--- src/rtl/mem_arbiter.sv ---
// Two-requester (I-cache / D-cache) arbiter for a single shared main-memory port.
// Define ARB_ROUND_ROBIN_EN to alternate grants on ties; otherwise D always wins ties.
module mem_arbiter #(
  parameter int ADDR_W = 16,
  parameter int LINE_W = 64
) (
  input  logic              clk,
  input  logic              reset_n,
  input  logic              i_req,
  input  logic [ADDR_W-1:0] i_addr,
  output logic              i_done,
  output logic [LINE_W-1:0] i_rdata,
  input  logic              d_req,
  input  logic              d_we,
  input  logic [ADDR_W-1:0] d_addr,
  input  logic [LINE_W-1:0] d_wdata,
  output logic              d_done,
  output logic [LINE_W-1:0] d_rdata,
  output logic              mem_req,
  output logic              mem_we,
  output logic [ADDR_W-1:0] mem_addr,
  output logic [LINE_W-1:0] mem_wdata,
  input  logic [LINE_W-1:0] mem_rdata,
  input  logic              mem_ready,
  output logic [15:0]       i_grant_cnt,
  output logic [15:0]       d_grant_cnt
);

  typedef enum logic [2:0] {IDLE, BUSY_I, BUSY_D, RESP_I, RESP_D} state_t;

  state_t            state_reg, state_next;
  logic [LINE_W-1:0] i_rdata_reg, d_rdata_reg;
  logic [15:0]       i_cnt_reg, d_cnt_reg;
  logic              grant_d;

`ifdef ARB_ROUND_ROBIN_EN
  // Remembers which side won the last grant; 0 = I, 1 = D.
  logic last_d_reg;

  always_ff @(posedge clk) begin
    if (!reset_n) begin
      last_d_reg <= 1'b0;
    end else if (state_reg == IDLE && state_next == BUSY_D) begin
      last_d_reg <= 1'b1;
    end else if (state_reg == IDLE && state_next == BUSY_I) begin
      last_d_reg <= 1'b0;
    end
  end

  assign grant_d = d_req && !(i_req && last_d_reg);
`else
  assign grant_d = d_req;
`endif

  always_ff @(posedge clk) begin
    if (!reset_n) begin
      state_reg <= IDLE;
    end else begin
      state_reg <= state_next;
    end
  end

  always_comb begin
    state_next = state_reg;
    mem_req    = 1'b0;
    mem_we     = 1'b0;
    mem_addr   = '0;
    mem_wdata  = '0;
    i_done     = 1'b0;
    d_done     = 1'b0;
    case (state_reg)
      IDLE: begin
        if (grant_d) begin
          state_next = BUSY_D;
        end else if (i_req) begin
          state_next = BUSY_I;
        end
      end
      BUSY_I: begin
        mem_req  = 1'b1;
        mem_addr = i_addr;
        if (mem_ready) begin
          state_next = RESP_I;
        end
      end
      BUSY_D: begin
        mem_req   = 1'b1;
        mem_we    = d_we;
        mem_addr  = d_addr;
        mem_wdata = d_wdata;
        if (mem_ready) begin
          state_next = RESP_D;
        end
      end
      RESP_I: begin
        i_done     = 1'b1;
        state_next = IDLE;
      end
      RESP_D: begin
        d_done     = 1'b1;
        state_next = IDLE;
      end
      default: state_next = IDLE;
    endcase
  end

  // Read data is captured on completion and held until that side completes again.
  always_ff @(posedge clk) begin
    if (!reset_n) begin
      i_rdata_reg <= '0;
      d_rdata_reg <= '0;
    end else begin
      if (state_reg == BUSY_I && mem_ready) begin
        i_rdata_reg <= mem_rdata;
      end
      if (state_reg == BUSY_D && mem_ready) begin
        d_rdata_reg <= d_we ? '0 : mem_rdata;
      end
    end
  end

  always_ff @(posedge clk) begin
    if (!reset_n) begin
      i_cnt_reg <= '0;
      d_cnt_reg <= '0;
    end else begin
      if (state_reg == BUSY_I && mem_ready && i_cnt_reg != 16'hFFFF) begin
        i_cnt_reg <= i_cnt_reg + 16'd1;
      end
      if (state_reg == BUSY_D && mem_ready && d_cnt_reg != 16'hFFFF) begin
        d_cnt_reg <= d_cnt_reg + 16'd1;
      end
    end
  end

  assign i_rdata     = i_rdata_reg;
  assign d_rdata     = d_rdata_reg;
  assign i_grant_cnt = i_cnt_reg;
  assign d_grant_cnt = d_cnt_reg;

endmodule

--- config.mk ---
export PLATFORM = sky130hd
export DESIGN_NAME = mem_arbiter
export DESIGN_NICKNAME = d
export VERILOG_FILES = /design/src/rtl/mem_arbiter.sv
export SDC_FILE = /design/constraint.sdc
export NUM_CORES = 1
export LEC_CHECK = 0
export ABC_AREA = 0
export CORE_AREA = 2 2 161 163
export DETAILED_ROUTE_END_ITERATION = 7
export DIE_AREA = 0 0 163 165
export PLACE_DENSITY_LB_ADDON = 0.05
export SYNTH_ARGS = -nofsm -noshare
export SYNTH_HDL_FRONTEND = slang
export SYNTH_SLANG_ARGS = --single-unit
--- constraint.sdc ---
create_clock -name clk -period 1.8 [get_ports clk]
set_input_delay 0.18 -clock clk [delete_from_list [all_inputs] [get_ports clk]]
set_output_delay 0.18 -clock clk [all_outputs]
set_load 0.1 [all_outputs]
==> results.md, run 1 <==
* Arr. time, crit path at 1.82 ns
* Hold Worst Slack at 0.332 ns
* Leakage Power at 5.26 nW
* Pre-antenna DRT Iters at 5
* Hpwl dp at 22000 um
* Failing checks: setup timing
* Hold buffer count at cts at 0
* Status: complete, but fails checks
* Cell chain of the critical path: buf_6 > nor3b_4 > buf_4 > clkbuf_16 > and2_2 > buf_12
* Clock latency on the worst-skew pair at 0.42 ns
* Largest net degree at the start of global routing at 66
* Synthesized area per cell at 8.12 sq um
* FILL cells at 2340
* First-pass GRT wire length at 44500 um
* DR DRC count at 0
* Flip-flop and latch count after synthesis at 163
* Syn_nets at 1032
* Die footprint at 26900 sq um
* Biggest cell delay along the critical path at 0.34 ns
* Critical Path RT at 1.62 ns
* Pre-CTS WS at -0.166 ns
* Library cells used by synthesis at 45
* Clock slew at reported path FFs at 0.07 ns
* Via density per instance at 4.79
* Final clock skew at 0.0112 ns
* Post-Synthesis Cells at 864
* Wire per inst at 18.7 um
* Peak supply drop at 0.568 mV
* Initial antenna violation count at 0
* DRT Wirelength at 30300 um
* Number of max-cap violations at 0
* Clk sink count at 163
* Fin nets at 1449
* Post-Place Cells at 1575
* Setup TNS at -13.87 ns
* Die X at 163 um
* Layout cells sized above 1 at 36.2%
* Max FO, Critical Path at 14
* CTS H-tree lvls at 4
* PortBufs at 409
* Endpoints failing setup at 82
* Largest buffer count on any clock path at 2
* Post-Synth Simple-Gate Area at 32.2%
* Yosys warnings at 0
* Row count at 58
* Tcrit/Tclk final at 111%
* Mux contribution to synthesized area at 0.731%
* Die H at 165 um
* Pins Over Slew Limit at 0
* Sequential cell area fraction in the yosys report at 46.5%
* CP Class: reg2out
* GRT Total Usage at 21.7%
* Compound-cell area share of the yosys netlist at 15.8%
* Root buffer cell: clkbuf_16
* Vias at 7773
* Cell Area, Synth at 7020 sq um
* CP max stage cell: dfxtp_2
* Buf+Inv Stages, Crit Path at 4
* Final GP Congestion at 0.806
* Layout Cells excl Fill at 1624
* Fmax achieved at 500 MHz
* Unrepaired setup endpoints after global routing: true
* Slew headroom at 71.2%
* Final hold vios at 0
* Vias in the first global route at 7395
* Min cycle time layout at 2.00 ns
* Detail Route Antenna Nets at 0
* Area share of fa/ha/maj cells after synthesis at 0.357%
* PnR worst setup slack at -0.200 ns
* Multi-input gate area at 3780 sq um
* Main combinational cell family by area after synthesis: simple AND/OR/NAND/NOR gates
* Crit path capture type: output port
* Hold Crit Class: in2reg
* Starting Density at 28.0%
* Power density cells at 849 nW/um^2
* Synth Area in XOR/XNOR at 0.125%
* CTS buffer count at 17
* Worst-Margin Slew at 0.430 ns
* Top delay family on crit path: buffers and inverters
* I/O pin count at 410
* Critical Path Start Type: flop
* Grt ovf at 0
* Drt first-iter violations at 468
* Storage element area at 3380 sq um
* Layout area overhead at 92.6%
* Core area at 25000 sq um
* CTS tree: yes
* # diodes at 0
per-layer routing:
| metal | track usage (%) | part of all wire [%] |
|---|---|---|
| met5 | 0 | 0 |
| met4 | 4.51 | 1.0 |
| met3 | 7.03 | 7.5 |
| met2 | 36.8 | 49 |
| met1 | 27.1 | 43 |
final timing paths:
check / from / endpoint / slack (ns) / cells past startpoint
hold reg to reg: d_rdata[14] / d_rdata[14] / 0.45 / 2
hold / removal: mem_rdata[45] / i_rdata[45] / 0.33 / 3
setup reg to reg: state_reg[0] / i_grant_cnt[3] / 0.04 / 7
setup / recovery: state_reg[0] / mem_wdata[28] / -0.20 / 6
metrics by stage:
step	instance area (sq um)	power (mW)	utilization (%)
after floorplan	7350	5.95	-
after global placement	12500	7.41	49.8
after detailed placement	12500	7.41	49.8
after CTS	13400	11.6	53.6
after global routing	13500	11.9	54.0
final	13500	11.5	54.0
cell families (layout without fill, tap and decap cells):
kind of cell	Yosys count	in the layout
AO/OA/AOI/OAI	198	198
XOR/XNOR	1	1
adder cells (fa/ha/maj)	2	2
buffers and inverters	72	502
flip-flops	163	163
multiplexers	5	5
AND/OR/NAND/NOR	423	423
worst min-delay path, stage by stage:
cell and delay [ns]:
clkdlybuf4s50_1 0.42, nand2_1 0.06, a21oi_1 0.05
cell usage after synthesis, drive strengths merged:
cell     count  share of area (%)
nand2      210                 11
dfxtp      163                 47
a21oi      151                 11
and2        65                5.8
nand3b      65                7.0
clkbuf      47                2.5
buf         21                1.5
a22o        16                2.0
nand3       13                1.0
o21ai       12               0.86
nand4       11                1.3
or3         10               0.89
nor4         8               0.89
o31ai        8               0.86
or4          8               0.86
nor3         7               0.50
nor2         6               0.32
o311ai       5               0.62
and3         4               0.36
mux2i        4               0.57
nor3b        4               0.66
o41ai        4               0.50
and4         3               0.37
inv          3               0.16
or2          3               0.27
and4bb       2               0.36
ha           2               0.36
nand2b       2               0.18
a311oi       1               0.12
a31oi        1              0.089
and3b        1               0.12
clkinv       1              0.053
mux2         1               0.16
nand4bb      1               0.16
xor2         1               0.12
cell usage in the layout (no fill, tap or decap), types with 16 or more instances in the layout:
cell             instances
a22o_4                  16
nand2_1                209
clkbuf_16               19
dfxtp_4                 30
and2_4                  45
dfxtp_1                128
buf_12                  96
clkdlybuf4s50_1        164
a21oi_1                151
and2_2                  20
buf_4                  191
nand3b_1                65
timing repair:
item | 4_1_cts | 5_1_grt
pin swaps | 14 | 8
setup buffers | 10 | 0
gates cloned | 6 | 2
endpoints found under the setup margin | 82 | 88
gates resized for setup | 48 | 17
report_power, final:
part           internal (mW)  leakage [nW]  total, mW  switching [mW]
combinational           1.47          3.61       3.87            2.40
clock                   2.28         0.313       3.91            1.63
sequential              3.65          1.34       3.70          0.0521
total                   7.39          5.26       11.5            4.09
area by class of cell:
type / count / area share (%)
clock buffers: 18 / 3.25
well taps: 330 / 3.06
inverters: 4 / 0.130
multi-input cells: 629 / 28.0
repair buffers: 466 / 39.1
flip-flops and latches: 163 / 25.0
clock inverters: 14 / 1.41
Power figures use the tool's default switching activity.
==> run 2, diff against run 1 <==
Settings changed: ABC_AREA 0 to not set, MAX_ROUTING_LAYER set to met4, REMOVE_ABC_BUFFERS set to 1.
==> results.md, run 2 (same netlist as run 1, synthesis figures left out) <==
* Min cycle time layout at 1.98 ns
* Vias in the first global route at 7456
* Layout area overhead at 94.0%
* Crit path capture type: output port
* Largest net degree at the start of global routing at 54
* Layout cells sized above 1 at 36.0%
* Fmax achieved at 504 MHz
* Die footprint at 26900 sq um
* Clock latency on the worst-skew pair at 0.43 ns
* CTS tree: yes
* Hold Crit Class: in2reg
* CP max stage cell: dfxtp_4
* Status: complete, but fails checks
* Biggest cell delay along the critical path at 0.37 ns
* Cell chain of the critical path: buf_4 > nor3b_4 > buf_12 > a22o_1 > buf_12
* Via density per instance at 4.80
* Critical Path RT at 1.62 ns
* Fin nets at 1472
* PnR worst setup slack at -0.183 ns
* DRT Wirelength at 31800 um
* Die H at 165 um
* Tcrit/Tclk final at 110%
* Failing checks: setup timing
* Clk pwr share at 32.6%
* Core area at 25000 sq um
* Worst-Margin Slew at 0.545 ns
* Number of max-cap violations at 0
* Pins Over Slew Limit at 0
* GRT Total Usage at 23.3%
* Comb pwr share at 34.3%
* Critical Path Start Type: flop
* Root buffer cell: clkbuf_16
* Most common cell after layout, fill and taps aside: buf_4
* Hpwl dp at 23400 um
* First-pass GRT wire length at 46100 um
* Drt first-iter violations at 328
* CTS buffer count at 17
* Pre-antenna DRT Iters at 5
* Commonest non-fill, non-tap cells in the layout: 214 x buf_4, 208 x nand2_1, 164 x clkdlybuf4s50_1
* Slew headroom at 63.7%
* Hold buffer count at cts at 0
* Endpoints failing setup at 83
* Sw Pwr at 4.16 mW
* Grt ovf at 0
* Starting Density at 28.0%
* Wire per inst at 19.3 um
* Setup TNS at -9.22 ns
* I/O pin count at 410
* Final clock skew at 0.0131 ns
* Clock slew at reported path FFs at 0.07 ns
* Leakage Power at 5.34 nW
* Power density cells at 830 nW/um^2
* Arr. time, crit path at 1.80 ns
* Die X at 163 um
* CP Class: reg2out
* Internal at 7.13 mW
* CTS H-tree lvls at 4
* Largest buffer count on any clock path at 2
* Unrepaired setup endpoints after global routing: true
* PortBufs at 409
* Max FO, Critical Path at 16
* Final hold vios at 0
* Final Util at 54.4%
* Peak supply drop at 0.592 mV
* Final GP Congestion at 0.839
* Row count at 58
* Multi-input gate area at 3890 sq um
* DR DRC count at 0
* FILL cells at 2301
* Sequential share of power at 33.1%
* Crit path top cell by count: buf_12
* Vias at 7912
* Initial antenna violation count at 4
* Pre-CTS WS at -0.0813 ns
* Storage element area at 3280 sq um
* Detail Route Antenna Nets at 0
* Clk sink count at 163
* Net Sw Frac at 36.9%
-- run 2: cell count changes in the layout (fill, tap and decap cells not counted), sizes merged, moves of 2 or more --
cell      change
clkinvlp      +3
buf          +24
diode         +4
clkbuf        -3
clkinv        -2
bufinv        -2
-- run 2: final timing paths --
| check | startpoint | cells past startpoint | slack, ns | endpoint |
|---|---|---|---|---|
| setup / recovery | state_reg[2] | 5 | -0.18 | mem_addr[10] |
| hold / removal | d_we | 3 | 0.23 | d_rdata[40] |
| setup reg to reg | state_reg[1] | 7 | -0.03 | i_grant_cnt[10] |
| hold reg to reg | d_rdata[13] | 2 | 0.45 | d_rdata[13] |
-- run 2: metrics by stage --
stage | instance area, sq um | cells | total power, mW | hold WS (ns)
floorplan | 6740 | 796 | 5.85 | 0.316
global placement | 12400 | 1601 | 7.40 | 0.439
detailed placement | 12400 | 1601 | 7.40 | 0.444
CTS | 13400 | 1642 | 11.4 | 0.217
global route | 13600 | 1650 | 11.7 | 0.229
finish | 13600 | 1650 | 11.3 | 0.229
-- run 2: layer usage --
metal  vias up  share of wire (%)  global-route usage (%)
met1      3755                 42                    28.1
met3        28                6.7                    6.71
met2       258                 50                    38.6
li1       3871                  -                       -
met5         -                  0                       -
met4         0                1.4                    5.75
-- run 2: power by group through the flow --
stage	Combinational (mW)	Sequential [mW]	Clock, mW
floorplan	1.49	4.36	0
global placement	3.58	3.82	0
detailed placement	3.58	3.82	0
CTS	3.85	3.73	3.77
global route	3.98	3.74	3.95
finish	3.87	3.73	3.68
-- run 2: layout make-up --
type	instances	area share (%)
repair buffers	489	39.8
diodes	4	0.0736
multi-input cells	629	28.6
clock buffers	17	3.13
well taps	330	3.03
flip-flops and latches	163	24.1
clock inverters	14	1.20
inverters	4	0.129
-- run 2: timing repair --
item,in CTS,in global routing
gates cloned,3,0
resized for setup,93,39
pin swaps,16,14
setup buffers,7,4
endpoints found under the setup margin,83,101
-- run 2: worst max-delay path: cells and delay by family, from the launching register on --
family                 cells  cell delay [ns]
buffers and inverters      3             0.53
flip-flops                 1             0.37
AND/OR/NAND/NOR            1             0.26
AO/OA/AOI/OAI              1             0.20
